===== config.mk =====
export PLATFORM = sky130hd
export DESIGN_NAME = led_spi_tx
export DESIGN_NICKNAME = d
export VERILOG_FILES = /design/src/rtl/led_matrix_pkg.sv /design/src/rtl/led_spi_phase_timer.sv /design/src/rtl/led_spi_tx.sv
export SDC_FILE = /design/constraint.sdc
export NUM_CORES = 1
export LEC_CHECK = 0
export ABC_AREA = 1
export CAP_MARGIN = 10
export CORE_ASPECT_RATIO = 1.75
export CORE_MARGIN = 1
export CORE_UTILIZATION = 25
export CTS_CLUSTER_DIAMETER = 120
export DETAILED_ROUTE_END_ITERATION = 16
export DONT_BUFFER_PORTS = 1
export PLACE_DENSITY = 0.48
export SYNTH_ARGS = -nofsm -noshare
export SYNTH_HDL_FRONTEND = slang
export SYNTH_SLANG_ARGS = --single-unit

===== constraint.sdc =====
create_clock -name clk -period 2.7 [get_ports clk]
set_clock_uncertainty 0.1 [all_clocks]
set_input_delay 0.54 -clock clk [delete_from_list [all_inputs] [get_ports clk]]
set_output_delay 0.54 -clock clk [all_outputs]
set_load 0.02 [all_outputs]

===== src/rtl/led_matrix_pkg.sv =====
// Shared types and constants for the LED matrix SPI link: FSM state encoding,
// word field positions, default timing and word-building helpers.
package led_matrix_pkg;

    localparam int unsigned STATE_W     = 3;
    localparam int unsigned ADDR_MSB    = 29;
    localparam int unsigned ADDR_LSB    = 24;
    localparam int unsigned RGB_MSB     = 23;
    localparam int unsigned WORD_W      = 32;
    localparam int unsigned CLK_DIV_DEF = 25;
    localparam int unsigned CS_GAP_DEF  = 4;

    typedef enum logic [STATE_W-1:0] {
        S_IDLE  = 3'd0,
        S_LEAD  = 3'd1,
        S_HIGH  = 3'd2,
        S_LOW   = 3'd3,
        S_TRAIL = 3'd4,
        S_GAP   = 3'd5
    } state_e;

    typedef struct packed {
        logic [5:0]  addr;
        logic [23:0] rgb;
    } pixel_t;

    // Two pad bits, address, then colour; shifted MSB first.
    function automatic logic [WORD_W-1:0] make_word(input pixel_t pix);
        logic [WORD_W-1:0] w;
        w                    = '0;
        w[ADDR_MSB:ADDR_LSB] = pix.addr;
        w[RGB_MSB:0]         = pix.rgb;
        return w;
    endfunction

    // Row drives red, column drives green, blue fixed at half scale.
    function automatic pixel_t pattern_pixel(input logic [5:0] a);
        pixel_t p;
        p.addr = a;
        p.rgb  = {a[2:0], 5'b0, a[5:3], 5'b0, 8'h80};
        return p;
    endfunction

endpackage


===== src/rtl/led_spi_phase_timer.sv =====
// Counts CLK_DIV cycles per SPI phase and strobes tc_c on the last cycle;
// clears while idle and on restart so each phase starts from zero.
module led_spi_phase_timer
    import led_matrix_pkg::*;
#(
    parameter int unsigned CLK_DIV = CLK_DIV_DEF
) (
    input  logic clk,
    input  logic rst,
    input  logic run,
    input  logic restart,
    output logic tc_c
);

    localparam int unsigned CNT_W = (CLK_DIV > 1) ? $clog2(CLK_DIV) : 1;

    logic [CNT_W-1:0] cnt;

    assign tc_c = run && (cnt == CNT_W'(CLK_DIV - 1));

    always_ff @(posedge clk) begin
        if (!rst || restart || !run || tc_c) begin
            cnt <= '0;
        end else begin
            cnt <= cnt + CNT_W'(1);
        end
    end

endmodule


===== src/rtl/led_spi_tx.sv =====
// SPI mode-0 transmitter for 32-bit LED pixel words {2'b00, addr, rgb}.
// Optional test-pattern source compiled in with LED_SPI_TX_TESTPAT_EN.
module led_spi_tx
    import led_matrix_pkg::*;
#(
    parameter int unsigned CLK_DIV = CLK_DIV_DEF,
    parameter int unsigned CS_GAP  = CS_GAP_DEF
) (
    input  logic        clk,
    input  logic        rst,
    input  logic        pix_valid,
    output logic        pix_ready,
    input  logic [5:0]  pix_addr,
    input  logic [23:0] pix_rgb,
    input  logic        test_en,
    output logic        sclk,
    output logic        mosi,
    output logic        cs,
    output logic        busy,
    output logic        word_done
);

    localparam logic [STATE_W-1:0] ST_IDLE  = S_IDLE;
    localparam logic [STATE_W-1:0] ST_LEAD  = S_LEAD;
    localparam logic [STATE_W-1:0] ST_HIGH  = S_HIGH;
    localparam logic [STATE_W-1:0] ST_LOW   = S_LOW;
    localparam logic [STATE_W-1:0] ST_TRAIL = S_TRAIL;
    localparam logic [STATE_W-1:0] ST_GAP   = S_GAP;

    localparam int unsigned BIT_W = 5;
    localparam int unsigned GAP_W = $clog2(CS_GAP);

    logic [STATE_W-1:0] state, state_nxt;
    logic [BIT_W-1:0]   bit_cnt, bit_nxt;
    logic [GAP_W-1:0]   gap_cnt, gap_nxt;
    logic [WORD_W-1:0]  word, word_nxt;
    logic               sclk_nxt, mosi_nxt, cs_nxt;
    logic               ready_nxt, busy_nxt, done_nxt;

    logic               accept_c;
    logic               pat_mode_c;
    logic [WORD_W-1:0]  src_word_c;
    logic               run_c;
    logic               tc_c;
    pixel_t             pix_c;

    assign pix_c = '{addr: pix_addr, rgb: pix_rgb};

`ifdef LED_SPI_TX_TESTPAT_EN
    logic [5:0] pat_addr;

    // In pattern mode the block feeds itself from a wrapping address counter.
    always_comb begin
        pat_mode_c = test_en;
        accept_c   = (state == ST_IDLE) && (test_en || (pix_valid && pix_ready));
        src_word_c = test_en ? make_word(pattern_pixel(pat_addr)) : make_word(pix_c);
    end

    always_ff @(posedge clk) begin
        if (!rst) begin
            pat_addr <= '0;
        end else if (accept_c && test_en) begin
            pat_addr <= pat_addr + 6'(1);
        end
    end
`else
    logic test_en_unused;

    assign test_en_unused = test_en;

    always_comb begin
        pat_mode_c = 1'b0;
        accept_c   = pix_valid && pix_ready;
        src_word_c = make_word(pix_c);
    end
`endif

    assign run_c = (state != ST_IDLE) && (state != ST_GAP);

    led_spi_phase_timer #(
        .CLK_DIV (CLK_DIV)
    ) u_timer (
        .clk     (clk),
        .rst     (rst),
        .run     (run_c),
        .restart (accept_c),
        .tc_c    (tc_c)
    );

    // Next-state and next-output logic; every output leaves through a register.
    always_comb begin
        state_nxt = state;
        bit_nxt   = bit_cnt;
        gap_nxt   = gap_cnt;
        word_nxt  = word;
        sclk_nxt  = sclk;
        mosi_nxt  = mosi;
        cs_nxt    = cs;
        done_nxt  = 1'b0;

        case (state)
            ST_IDLE: begin
                cs_nxt   = 1'b1;
                sclk_nxt = 1'b0;
                mosi_nxt = 1'b0;
                if (accept_c) begin
                    word_nxt  = src_word_c;
                    bit_nxt   = BIT_W'(WORD_W - 1);
                    cs_nxt    = 1'b0;
                    mosi_nxt  = src_word_c[WORD_W-1];
                    state_nxt = ST_LEAD;
                end
            end
            ST_LEAD: begin
                if (tc_c) begin
                    sclk_nxt  = 1'b1;
                    state_nxt = ST_HIGH;
                end
            end
            ST_HIGH: begin
                if (tc_c) begin
                    sclk_nxt = 1'b0;
                    if (bit_cnt == '0) begin
                        state_nxt = ST_TRAIL;
                    end else begin
                        bit_nxt   = bit_cnt - BIT_W'(1);
                        mosi_nxt  = word[bit_cnt - BIT_W'(1)];
                        state_nxt = ST_LOW;
                    end
                end
            end
            ST_LOW: begin
                if (tc_c) begin
                    sclk_nxt  = 1'b1;
                    state_nxt = ST_HIGH;
                end
            end
            ST_TRAIL: begin
                if (tc_c) begin
                    cs_nxt    = 1'b1;
                    mosi_nxt  = 1'b0;
                    done_nxt  = 1'b1;
                    gap_nxt   = '0;
                    state_nxt = ST_GAP;
                end
            end
            ST_GAP: begin
                if (gap_cnt == GAP_W'(CS_GAP - 1)) begin
                    gap_nxt   = '0;
                    state_nxt = ST_IDLE;
                end else begin
                    gap_nxt = gap_cnt + GAP_W'(1);
                end
            end
            default: begin
                cs_nxt    = 1'b1;
                sclk_nxt  = 1'b0;
                mosi_nxt  = 1'b0;
                state_nxt = ST_IDLE;
            end
        endcase

        ready_nxt = (state_nxt == ST_IDLE) && !pat_mode_c;
        busy_nxt  = (state_nxt != ST_IDLE);
    end

    always_ff @(posedge clk) begin
        if (!rst) begin
            state     <= ST_IDLE;
            bit_cnt   <= '0;
            gap_cnt   <= '0;
            word      <= '0;
            sclk      <= 1'b0;
            mosi      <= 1'b0;
            cs        <= 1'b1;
            pix_ready <= 1'b0;
            busy      <= 1'b0;
            word_done <= 1'b0;
        end else begin
            state     <= state_nxt;
            bit_cnt   <= bit_nxt;
            gap_cnt   <= gap_nxt;
            word      <= word_nxt;
            sclk      <= sclk_nxt;
            mosi      <= mosi_nxt;
            cs        <= cs_nxt;
            pix_ready <= ready_nxt;
            busy      <= busy_nxt;
            word_done <= done_nxt;
        end
    end

endmodule


==> metrics.cfg, run 1 <==
[logic_synthesis]
synth_top_area_cell = dfxtp_1
ys_top_cells_by_area = dfxtp_1 42%, a21oi_1 9.1%, nand2_1 8.5%
ys_types = 31
async_flop_share_pct = 0
synth_top_area_share_pct = 42.2
synth_warnings = 0
synth.avg_cell_area_um2 = 7.24
dominantRegCellSynth = dfxtp_1
synth_nets = 373
syn_area_um2 = 2420
synth_edf_count = 0
ys_ff_latch = 51
seq_area_frac_synth_pct = 42.2
netlist_instances = 334

[clock_tree]
tritoncts = done
cts_root_buf = clkbuf_16
clk_pin_slew_worst_paths_ns = 0.07
post_cts_buffers = 0
ctsHoldBuffers = 0
numCtsBuffers = 5
htreeDepth = 2
clock_path_buffers = 2
clock-sinks = 51
clk-insertion-delay-late_ns = 0.29
ctsResizeCount = 0

[placed_design]
place.port_buffers = 0
dpl.cell_count = 446
dpl.hpwl_um = 4110
place.gp.congestion = 0.828
placed_area_um2 = 2520
dp_slack_ns = 0.803

[layout]
layoutNonFillerInstCount = 454
finalInstanceArea_um2 = 2670
nFillCells = 1075
drive_gt1_share_pct = 9.94
multiInputGateArea_um2 = 1120
register_area_um2 = 1020
area_growth_pct = 10.2
n_antenna_cell = 0
nets = 370

[global_routing]
antenna_found_initial = 0
grt_usage_pct = 12.2
grt_pass1_wl_um = 9770
overflow = 0
grt_max_degree = 41
first_global_vias = 2120

[floorplan]
core_area_um2 = 9410
die-width_um = 76.4
die_area_um2 = 10100
die_y_um = 132
initial_utilization_pct = 25.7
rows = 47
pin_count = 40

[hold_path]
hold-path-cell-count = 1
min_path_type = in -> reg

[setup_path]
cpPeakStageDelay_ns = 0.38
required_ns = 2.78
crit_fanout = 18
reg2reg_from = bit_cnt[0]$_SDFFE_PN0P_
worst-r2r-setup-slack_ns = 0.82
worstSetupStartpointType = flip-flop
worst_setup_path_end_kind = flip-flop
critical_path.cell_chain = inv_4 -> ha_1 -> inv_1 -> nand3_1 -> nand3_1 -> nand3_1 -> nand2_1 -> nand2_1 -> nand3_1 -> a21oi_1
cpMaxStageDelayCell = dfxtp_1
worst_path_most_repeated_cell = nand3_1
cp-startpoint = bit_cnt[0]$_SDFFE_PN0P_
r2r-end = mosi$_SDFFE_PN0P_
reg2reg_depth = 10
critPathKind = reg -> reg
crit_end = mosi$_SDFFE_PN0P_
cp.arrival_ns = 1.96

[route]
wire_per_inst_um = 12.1
dr.pass1.iters = 4
drt-initial-drc-count = 64
drtAntennaViolNets = 0
drc = 0
avgViaCountPerCell = 4.49
vias = 2037
wl_um = 5510

[sta]
final_max_slew_viol_count = 0
tightest_slew_ns = 0.387
slew_headroom_pct = 74.2
period_needed_ns = 1.88
worst_slack_ns = 0.820
setup_viol = 0
holdWs_ns = 0.233
grt_setup_unrepaired = false
timing.final.crit_share_pct = 69.6
max_freq_mhz = 532
final.setup.tns_ns = 0
hold_viol_final = 0

[pwr]
p_per_area_nw_per_um2 = 646
p_leak_nw = 1.04
ir_worst_vdd_mv = 0.275

[run_status]
status = finished, final reports clean

[job]
cap_violations = 0

## cell usage after synthesis (2+ instances only)
library cell / number
o21ai_1: 13
a21oi_1: 44
buf_6: 2
nor2_1: 14
inv_1: 46
o21ai_0: 27
xor2_1: 3
nand3_1: 34
nand4_1: 2
clkbuf_1: 6
ha_1: 5
nand2_1: 55
buf_2: 5
nand2_2: 2
dfxtp_1: 51
inv_2: 6
nand3_2: 3
nor2_2: 3
## flip-flops by register name, summed over array words and instances (netlist names), 2 cells and up
register	flops
word	30
u_timer.cnt	5
gap_cnt	2
bit_cnt	5
state	3
## final cells by class
cell class                 instances  share of cell area (%)
clock buffer                       6                    4.83
clock inverter                     2                   0.469
inverter                          53                    7.56
multi-input combinational        216                    42.0
sequential                        51                    38.3
tap                              122                    5.72
timing repair buffer               4                    1.13
## power breakdown
part           leakage, nW  total (W)  internal (W)  switching (W)
registers            0.417   0.000845      0.000805      0.0000399
logic                0.555   0.000260     0.0000948       0.000165
clock network       0.0669   0.000617      0.000342       0.000275
total                 1.04    0.00172       0.00124       0.000480
## layout by cell type, fill, tap and decap left out, types with 2 or more instances in the layout
| master | instances |
|---|---|
| nand3_1 | 34 |
| ha_1 | 5 |
| nand2_1 | 55 |
| inv_2 | 6 |
| nand4_1 | 2 |
| clkbuf_16 | 5 |
| inv_1 | 46 |
| nor2_2 | 3 |
| nand2_2 | 2 |
| dfxtp_1 | 51 |
| o21ai_0 | 27 |
| nand3_2 | 3 |
| nor2_1 | 14 |
| a21oi_1 | 44 |
| xor2_1 | 3 |
| o21ai_1 | 13 |
| buf_4 | 4 |
## critical path, delay by kind of cell (launching register included)
family / cells / cell delay (ns)
AOI/OAI and AO/OA: 1 / 0.07
adders and majority gates: 1 / 0.37
buffers and inverters: 2 / 0.34
DFF: 1 / 0.38
and+or+nand+nor: 6 / 0.51
## worst min-delay path by stage
stage / start / slack, ns / end
3_5_place_dp: word[25]$_SDFFE_PN0P_ / 0.34 / word[25]$_SDFFE_PN0P_
2_1_floorplan: word[15]$_SDFFE_PN0P_ / 0.32 / word[15]$_SDFFE_PN0P_
4_1_cts: rst / 0.23 / cs$_SDFFE_PN1P_
6_report: rst / 0.23 / cs$_SDFFE_PN1P_
3_3_place_gp: word[1]$_SDFFE_PN0P_ / 0.33 / word[1]$_SDFFE_PN0P_
5_1_grt: rst / 0.23 / cs$_SDFFE_PN1P_
## stage by stage
| stage | power [W] | utilization [%] |
|---|---|---|
| 6_report | 0.00172 | 28.3 |
| 5_1_grt | 0.00184 | 28.3 |
| 4_1_cts | 0.00175 | 28.3 |
| 3_5_place_dp | 0.00113 | 26.8 |
| 3_3_place_gp | 0.00112 | 26.8 |
| 2_1_floorplan | 0.00107 | - |
## per-layer routing
metal	vias to the layer above	part of all wire [%]	wire length [um]	global-route usage, %
met1	924	38	2070	11.8
met4	0	2.3	128	6.30
met5	-	0	0	0
met3	9	3.2	177	2.98
li1	1076	-	-	-
met2	28	57	3130	23.5
## kinds of logic after synthesis
group	share of synthesized area (%)
flip-flops	42.2
XOR/XNOR	1.09
buffers and inverters	11.5
adder cells (fa/ha/maj)	2.59
AND/OR/NAND/NOR	24.3
AO/OA/AOI/OAI	18.3
Power figures use the tool's default switching activity.
==> run 2, diff against run 1 <==
Settings changed: ABC_AREA 1 to 0, PLACE_DENSITY 0.48 to 0.5.
Clock period 2.7 ns to 1.7 ns, I/O delays scaled along.
==> run 2 against run 1 <==
- non-clock buffer count grew 30
- register-to-register slack lost 1.0 ns
- power grew 71%
- critical path type unchanged
- largest power group unchanged
- highest routed layer unchanged
- the run now ends with setup timing left
- clock power grew 94%
==> metrics.cfg, run 2 <==
[pwr]
switching_power_w = 0.000714  ; +49%
pwr-share-clk_pct = 40.8  ; +5.0 points
ir_worst_vdd_mv = 0.595  ; +120%
p_per_area_nw_per_um2 = 957  ; +48%
comb_power_share_pct = 15.5  ; +0.4 points
internal-power_w = 0.00223  ; +80%
seqPwrFrac_pct = 43.7  ; -5.4 points
p_sw_share_pct = 24.2  ; -3.6 points
p_leak_nw = 1.14  ; +9.5%

[layout]
nets = 331  ; -11%
finalInstanceArea_um2 = 3080  ; +16%
regMostFlops = word
n_antenna_cell = 0  ; unchanged
area_growth_pct = 26.8
nFillCells = 986  ; -8.3%
largest_reg_flops = 30  ; unchanged
final_cell_mix = 70 x nand2_1, 46 x dfxtp_1, 30 x a21boi_0, 28 x buf_4, 8 x nor2_1
final_common_cell = nand2_1
fin_util_pct = 32.5  ; +4.2 points
drive_gt1_share_pct = 25.3  ; +15 points
largestRegisters = word (30), bit_cnt (5), u_timer.cnt (5)

[setup_path]
worst_setup_path_end_kind = flip-flop
r2r-end = mosi$_SDFFE_PN0P_
worstSetupStartpointType = flip-flop
worst-r2r-setup-slack_ns = -0.18  ; -1.00 ns
required_ns = 1.79  ; -0.99 ns
cp.arrival_ns = 1.96  ; about the same
reg2reg_from = bit_cnt[0]$_SDFFE_PN0P_
reg2reg_depth = 7  ; -3
crit_fanout = 4  ; -14
critPathKind = reg -> reg

[sta]
slew_headroom_pct = 69.1  ; -5.1 points
hold_viol_final = 0  ; unchanged
setup_viol = 2  ; +2
final_max_slew_viol_count = 0  ; unchanged
worst_slack_ns = -0.177  ; -0.997 ns
max_freq_mhz = 533  ; +0.16%
final.setup.tns_ns = -0.192  ; -0.192 ns
timing.final.crit_share_pct = 110  ; +41 points
tightest_slew_ns = 0.463  ; +0.0765 ns
holdWs_ns = 0.0231  ; -0.210 ns
grt_setup_unrepaired = true
period_needed_ns = 1.88  ; -0.00297 ns

[floorplan]
pin_count = 40  ; unchanged
initial_utilization_pct = 25.7  ; -0.054 points
die_area_um2 = 10100  ; +0.40%
rows = 47  ; unchanged
die_y_um = 132  ; +0.20%
die-width_um = 76.5  ; +0.20%
core_area_um2 = 9470  ; +0.63%

[logic_synthesis]
synth_edf_count = 0  ; unchanged
async_flop_share_pct = 0  ; unchanged
synth_warnings = 0  ; unchanged
ys_types = 43  ; +39%
yosysMostFrequentCell = nand2_1
dominantRegCellSynth = dfxtp_1
seq_area_frac_synth_pct = 42.0  ; -0.17 points
synth.avg_cell_area_um2 = 8.97  ; +24%
syn_area_um2 = 2430  ; +0.41%
synth_top_area_share_pct = 42.0  ; -0.17 points
ys_top_cells_by_area = dfxtp_1 42%, nand2_1 11%, a21boi_0 9.6%
synth_top_cells_by_count = 70 x nand2_1, 51 x dfxtp_1, 31 x a21boi_0
synth_top_area_cell = dfxtp_1
synth_nets = 310  ; -17%
ys_ff_latch = 51  ; unchanged
netlist_instances = 271  ; -19%

[global_routing]
grt_usage_pct = 11.9  ; -0.37 points
first_global_vias = 1964  ; -7.4%
grt_pass1_wl_um = 9320  ; -4.6%
overflow = 0  ; unchanged
antenna_found_initial = 0  ; unchanged
grt_max_degree = 50  ; +22%

[route]
avgViaCountPerCell = 4.59  ; +2.4%
wl_um = 5600  ; +1.6%
dr.pass1.iters = 3  ; -1
vias = 1906  ; -6.4%
drt-initial-drc-count = 61  ; -4.7%
drtAntennaViolNets = 0  ; unchanged
drc = 0  ; unchanged
wire_per_inst_um = 13.5  ; +11%

[placed_design]
place.gp.congestion = 0.838  ; +1.2%
placed_area_um2 = 2820  ; +12%
dpl.hpwl_um = 4180  ; +1.8%
dp_slack_ns = -0.238  ; -1.04 ns
place.port_buffers = 0  ; unchanged

[clock_tree]
clk-insertion-delay-late_ns = 0.30  ; about the same
clock-sinks = 51  ; unchanged
numCtsBuffers = 5  ; unchanged
clock_path_buffers = 2  ; unchanged
tritoncts = done
cts_root_buf = clkbuf_16
htreeDepth = 2  ; unchanged
clk_pin_slew_worst_paths_ns = 0.07  ; about the same

[hold_path]
hold-path-cell-count = 1  ; unchanged
whs_endpoint = cs$_SDFFE_PN1P_
min_path_type = in -> reg
min-delay-start = rst

[run_status]
status = complete, but fails checks
violations = setup timing

[job]
cap_violations = 0  ; unchanged

run 2: cell families after synthesis:
logic type | synth area share (%)
compound gates | 17.9
flops | 42.0
fa+ha+maj | 2.57
simple gates | 21.6
mux | 7.31
buf+inv | 4.74
xor+xnor | 3.86
run 2: what timing repair did:
action	in CTS	in global routing
hold endpoints to repair	0	0
gates cloned	0	0
setup endpoints to repair	16	39
buffers inserted	4	2
pin swaps	4	9
gates resized for setup	9	16
hold buffers	0	0
run 2: layout make-up:
class                      count  area (um2)  share of cell area (%)
multi-input combinational    194        1400                    45.4
sequential                    51        1030                    33.4
timing repair buffer          34         295                    9.59
tap                          122         153                    4.96
clock buffer                   6         139                    4.51
clock inverter                 2        38.8                    1.26
inverter                       6        27.5                   0.894
run 2: power groups by stage:
stage          logic [W]  clock network, W  registers (W)
6_report        0.000457           0.00120        0.00129
5_1_grt         0.000500           0.00129        0.00130
4_1_cts         0.000455           0.00124        0.00129
3_5_place_dp    0.000447                 0        0.00132
3_3_place_gp    0.000441                 0        0.00131
2_1_floorplan   0.000309                 0        0.00131
run 2: critical path: stages, from the launching register on:
cell      delay, ns
dfxtp_4        0.36
inv_4          0.04
ha_4           0.18
xnor2_4        0.18
mux4_2         0.53
a211oi_2       0.20
or4_1          0.13
nand3_1        0.05
run 2: through the flow:
step / total power, W / std cells
floorplan: 0.00162 / 271
global placement: 0.00175 / 405
detailed placement: 0.00176 / 405
CTS: 0.00299 / 417
global route: 0.00309 / 415
finish: 0.00295 / 415
run 2: metal layers:
metal	wire length, um	global-route usage [%]	up-vias
li1	-	-	971
met1	2040	11.5	896
met2	3190	22.3	28
met3	182	2.55	11
met4	181	7.26	0
met5	0	0	-
run 2: worst max-delay path by stage:
stage,startpoint,endpoint,slack [ns],cells past startpoint
3_3_place_gp,bit_cnt[1]$_SDFFE_PN0P_,mosi$_SDFFE_PN0P_,-0.19,7
6_report,bit_cnt[0]$_SDFFE_PN0P_,mosi$_SDFFE_PN0P_,-0.18,7
3_5_place_dp,bit_cnt[1]$_SDFFE_PN0P_,mosi$_SDFFE_PN0P_,-0.24,7
2_1_floorplan,bit_cnt[0]$_SDFFE_PN0P_,mosi$_SDFFE_PN0P_,-0.29,8
5_1_grt,bit_cnt[0]$_SDFFE_PN0P_,mosi$_SDFFE_PN0P_,-0.24,7
4_1_cts,bit_cnt[0]$_SDFFE_PN0P_,mosi$_SDFFE_PN0P_,-0.20,7
==> run 3, diff against run 2 <==
Settings changed: SKIP_LAST_GASP from default to 1.
==> run 3 against run 2 <==
- register-to-register slack barely moved
- clock power barely moved
- critical path depth did not move
- sequential share of layout area barely moved
- maximum frequency barely moved
- the run still ends with setup timing left
==> metrics.cfg, run 3 (same netlist as run 2, synthesis figures left out) <==
[clock_tree]
clk_pin_slew_worst_paths_ns = 0.07  ; about the same
clk-insertion-delay-late_ns = 0.30  ; about the same
clock-sinks = 51  ; unchanged
htreeDepth = 2  ; unchanged
tritoncts = done
numCtsBuffers = 5  ; unchanged
cts_root_buf = clkbuf_16
clock_path_buffers = 2  ; unchanged

[sta]
period_needed_ns = 1.88  ; -0.00162 ns
worst_slack_ns = -0.175  ; +0.00162 ns
grt_setup_unrepaired = true
hold_viol_final = 0  ; unchanged
setup_viol = 2  ; unchanged
holdWs_ns = 0.0214  ; -0.00177 ns
max_freq_mhz = 533  ; about the same
final_max_slew_viol_count = 0  ; unchanged
timing.final.crit_share_pct = 110  ; about the same
tightest_slew_ns = 0.463  ; +0.0000106 ns
slew_headroom_pct = 69.1  ; about the same
final.setup.tns_ns = -0.182  ; +0.00999 ns

[route]
drtAntennaViolNets = 0  ; unchanged
vias = 1915  ; +0.47%
dr.pass1.iters = 4  ; +1
drc = 0  ; unchanged
drt-initial-drc-count = 67  ; +9.8%
wl_um = 5610  ; +0.14%
wire_per_inst_um = 13.5  ; +0.14%
avgViaCountPerCell = 4.61  ; +0.47%

[floorplan]
die_y_um = 132  ; unchanged
die-width_um = 76.5  ; unchanged
rows = 47  ; unchanged
pin_count = 40  ; unchanged
core_area_um2 = 9470  ; unchanged
initial_utilization_pct = 25.7  ; unchanged
die_area_um2 = 10100  ; unchanged

[global_routing]
first_global_vias = 1964  ; unchanged
grt_pass1_wl_um = 9320  ; unchanged
overflow = 0  ; unchanged
grt_usage_pct = 11.9  ; unchanged
antenna_found_initial = 0  ; unchanged
grt_max_degree = 50  ; unchanged

[hold_path]
min-delay-start = rst
whs_endpoint = cs$_SDFFE_PN1P_
hold-path-cell-count = 1  ; unchanged
min_path_type = in -> reg

[setup_path]
reg2reg_from = bit_cnt[0]$_SDFFE_PN0P_
cpPeakStageDelay_ns = 0.53  ; about the same
worst-r2r-setup-slack_ns = -0.18  ; about the same
reg2reg_depth = 7  ; unchanged
r2r-end = mosi$_SDFFE_PN0P_
worst-path-buf-inv = 1  ; unchanged
critical_path.cell_chain = inv_4 -> ha_4 -> xnor2_4 -> mux4_2 -> a211oi_2 -> or4_1 -> nand3_1
crit_family = multiplexers
worstSetupStartpointType = flip-flop
required_ns = 1.79  ; about the same
crit_fanout = 4  ; unchanged
worst_setup_path_end_kind = flip-flop
cpMaxStageDelayCell = mux4_2
cp.arrival_ns = 1.96  ; about the same
critPathKind = reg -> reg

[pwr]
p_leak_nw = 1.13  ; -0.37%
p_per_area_nw_per_um2 = 959  ; +0.21%
ir_worst_vdd_mv = 0.595  ; about the same

[layout]
largestRegisters = word (30), bit_cnt (5), u_timer.cnt (5)
final_common_cell = nand2_1
area_growth_pct = 26.5
regMostFlops = word
final_cell_mix = 70 x nand2_1, 47 x dfxtp_1, 30 x a21boi_0, 28 x buf_4, 8 x nor2_1
drive_gt1_share_pct = 24.9  ; -0.34 points
largest_reg_flops = 30  ; unchanged
n_antenna_cell = 0  ; unchanged
nets = 331  ; unchanged
fin_util_pct = 32.5  ; -0.079 points

[placed_design]
dpl.hpwl_um = 4180  ; unchanged
place.port_buffers = 0  ; unchanged
place.gp.congestion = 0.838  ; unchanged

[job]
cap_violations = 0  ; unchanged

[run_status]
violations = setup timing
status = complete, but fails checks

## run 3: cell count changes in the layout (fill, tap and decap cells not counted)
cell	previous run	this run
dfxtp_1	46	47
dfxtp_2	4	3
nor3_2	0	1
nor3_4	3	2
## run 3: worst register-to-register path: cells and delay by family, from the launching register on
kind / cells / cell delay (ns)
mux: 1 / 0.53
flops: 1 / 0.36
compound gates: 1 / 0.20
fa+ha+maj: 1 / 0.18
xor+xnor: 1 / 0.18
simple gates: 2 / 0.18
buf+inv: 1 / 0.04
## run 3: repair_timing
item / CTS / global route
resized for setup: 7 / 15
setup buffers: 4 / 2
gates cloned: 0 / 0
pin swaps: 4 / 8
setup endpoints to repair: 16 / 39
hold buffers: 0 / 0
## run 3: worst max path at each step
| stage | from | to | slack [ns] | cells past startpoint |
|---|---|---|---|---|
| 2_1_floorplan | bit_cnt[0]$_SDFFE_PN0P_ | mosi$_SDFFE_PN0P_ | -0.29 | 8 |
| 3_3_place_gp | bit_cnt[1]$_SDFFE_PN0P_ | mosi$_SDFFE_PN0P_ | -0.19 | 7 |
| 3_5_place_dp | bit_cnt[1]$_SDFFE_PN0P_ | mosi$_SDFFE_PN0P_ | -0.24 | 7 |
| 4_1_cts | bit_cnt[0]$_SDFFE_PN0P_ | mosi$_SDFFE_PN0P_ | -0.20 | 7 |
| 5_1_grt | bit_cnt[0]$_SDFFE_PN0P_ | mosi$_SDFFE_PN0P_ | -0.24 | 7 |
| 6_report | bit_cnt[0]$_SDFFE_PN0P_ | mosi$_SDFFE_PN0P_ | -0.18 | 7 |
## run 3: power breakdown
part	switching [W]	internal (W)
Clock	0.000463	0.000741
Sequential	0.0000386	0.00125
Combinational	0.000212	0.000244
## run 3: per-stage QoR
stage               power (W)  setup WS, ns  instances  cell area [um2]
detailed placement    0.00176        -0.238        405             2820
CTS                   0.00299        -0.204        417             3050
global route          0.00309        -0.242        415             3070
floorplan             0.00162        -0.285        271             2510
finish                0.00295        -0.175        415             3070
global placement      0.00175        -0.195        405             2820
## run 3: area by class of cell
| cell class | count | area [um2] |
|---|---|---|
| inverter | 6 | 27.5 |
| fill | 988 | 6390 |
| timing repair buffer | 34 | 295 |
| sequential | 51 | 1030 |
| clock buffer | 6 | 139 |
| clock inverter | 2 | 38.8 |
| multi-input combinational | 194 | 1390 |
| tap | 122 | 153 |
## run 3: metal layers
layer  up-vias  part of all wire, %  track usage (%)
met5         -                    0                0
met4         0                  3.2             7.26
met3        11                  3.3             2.55
met2        34                   57             22.3
met1       898                   37             11.5
li1        972                    -                -
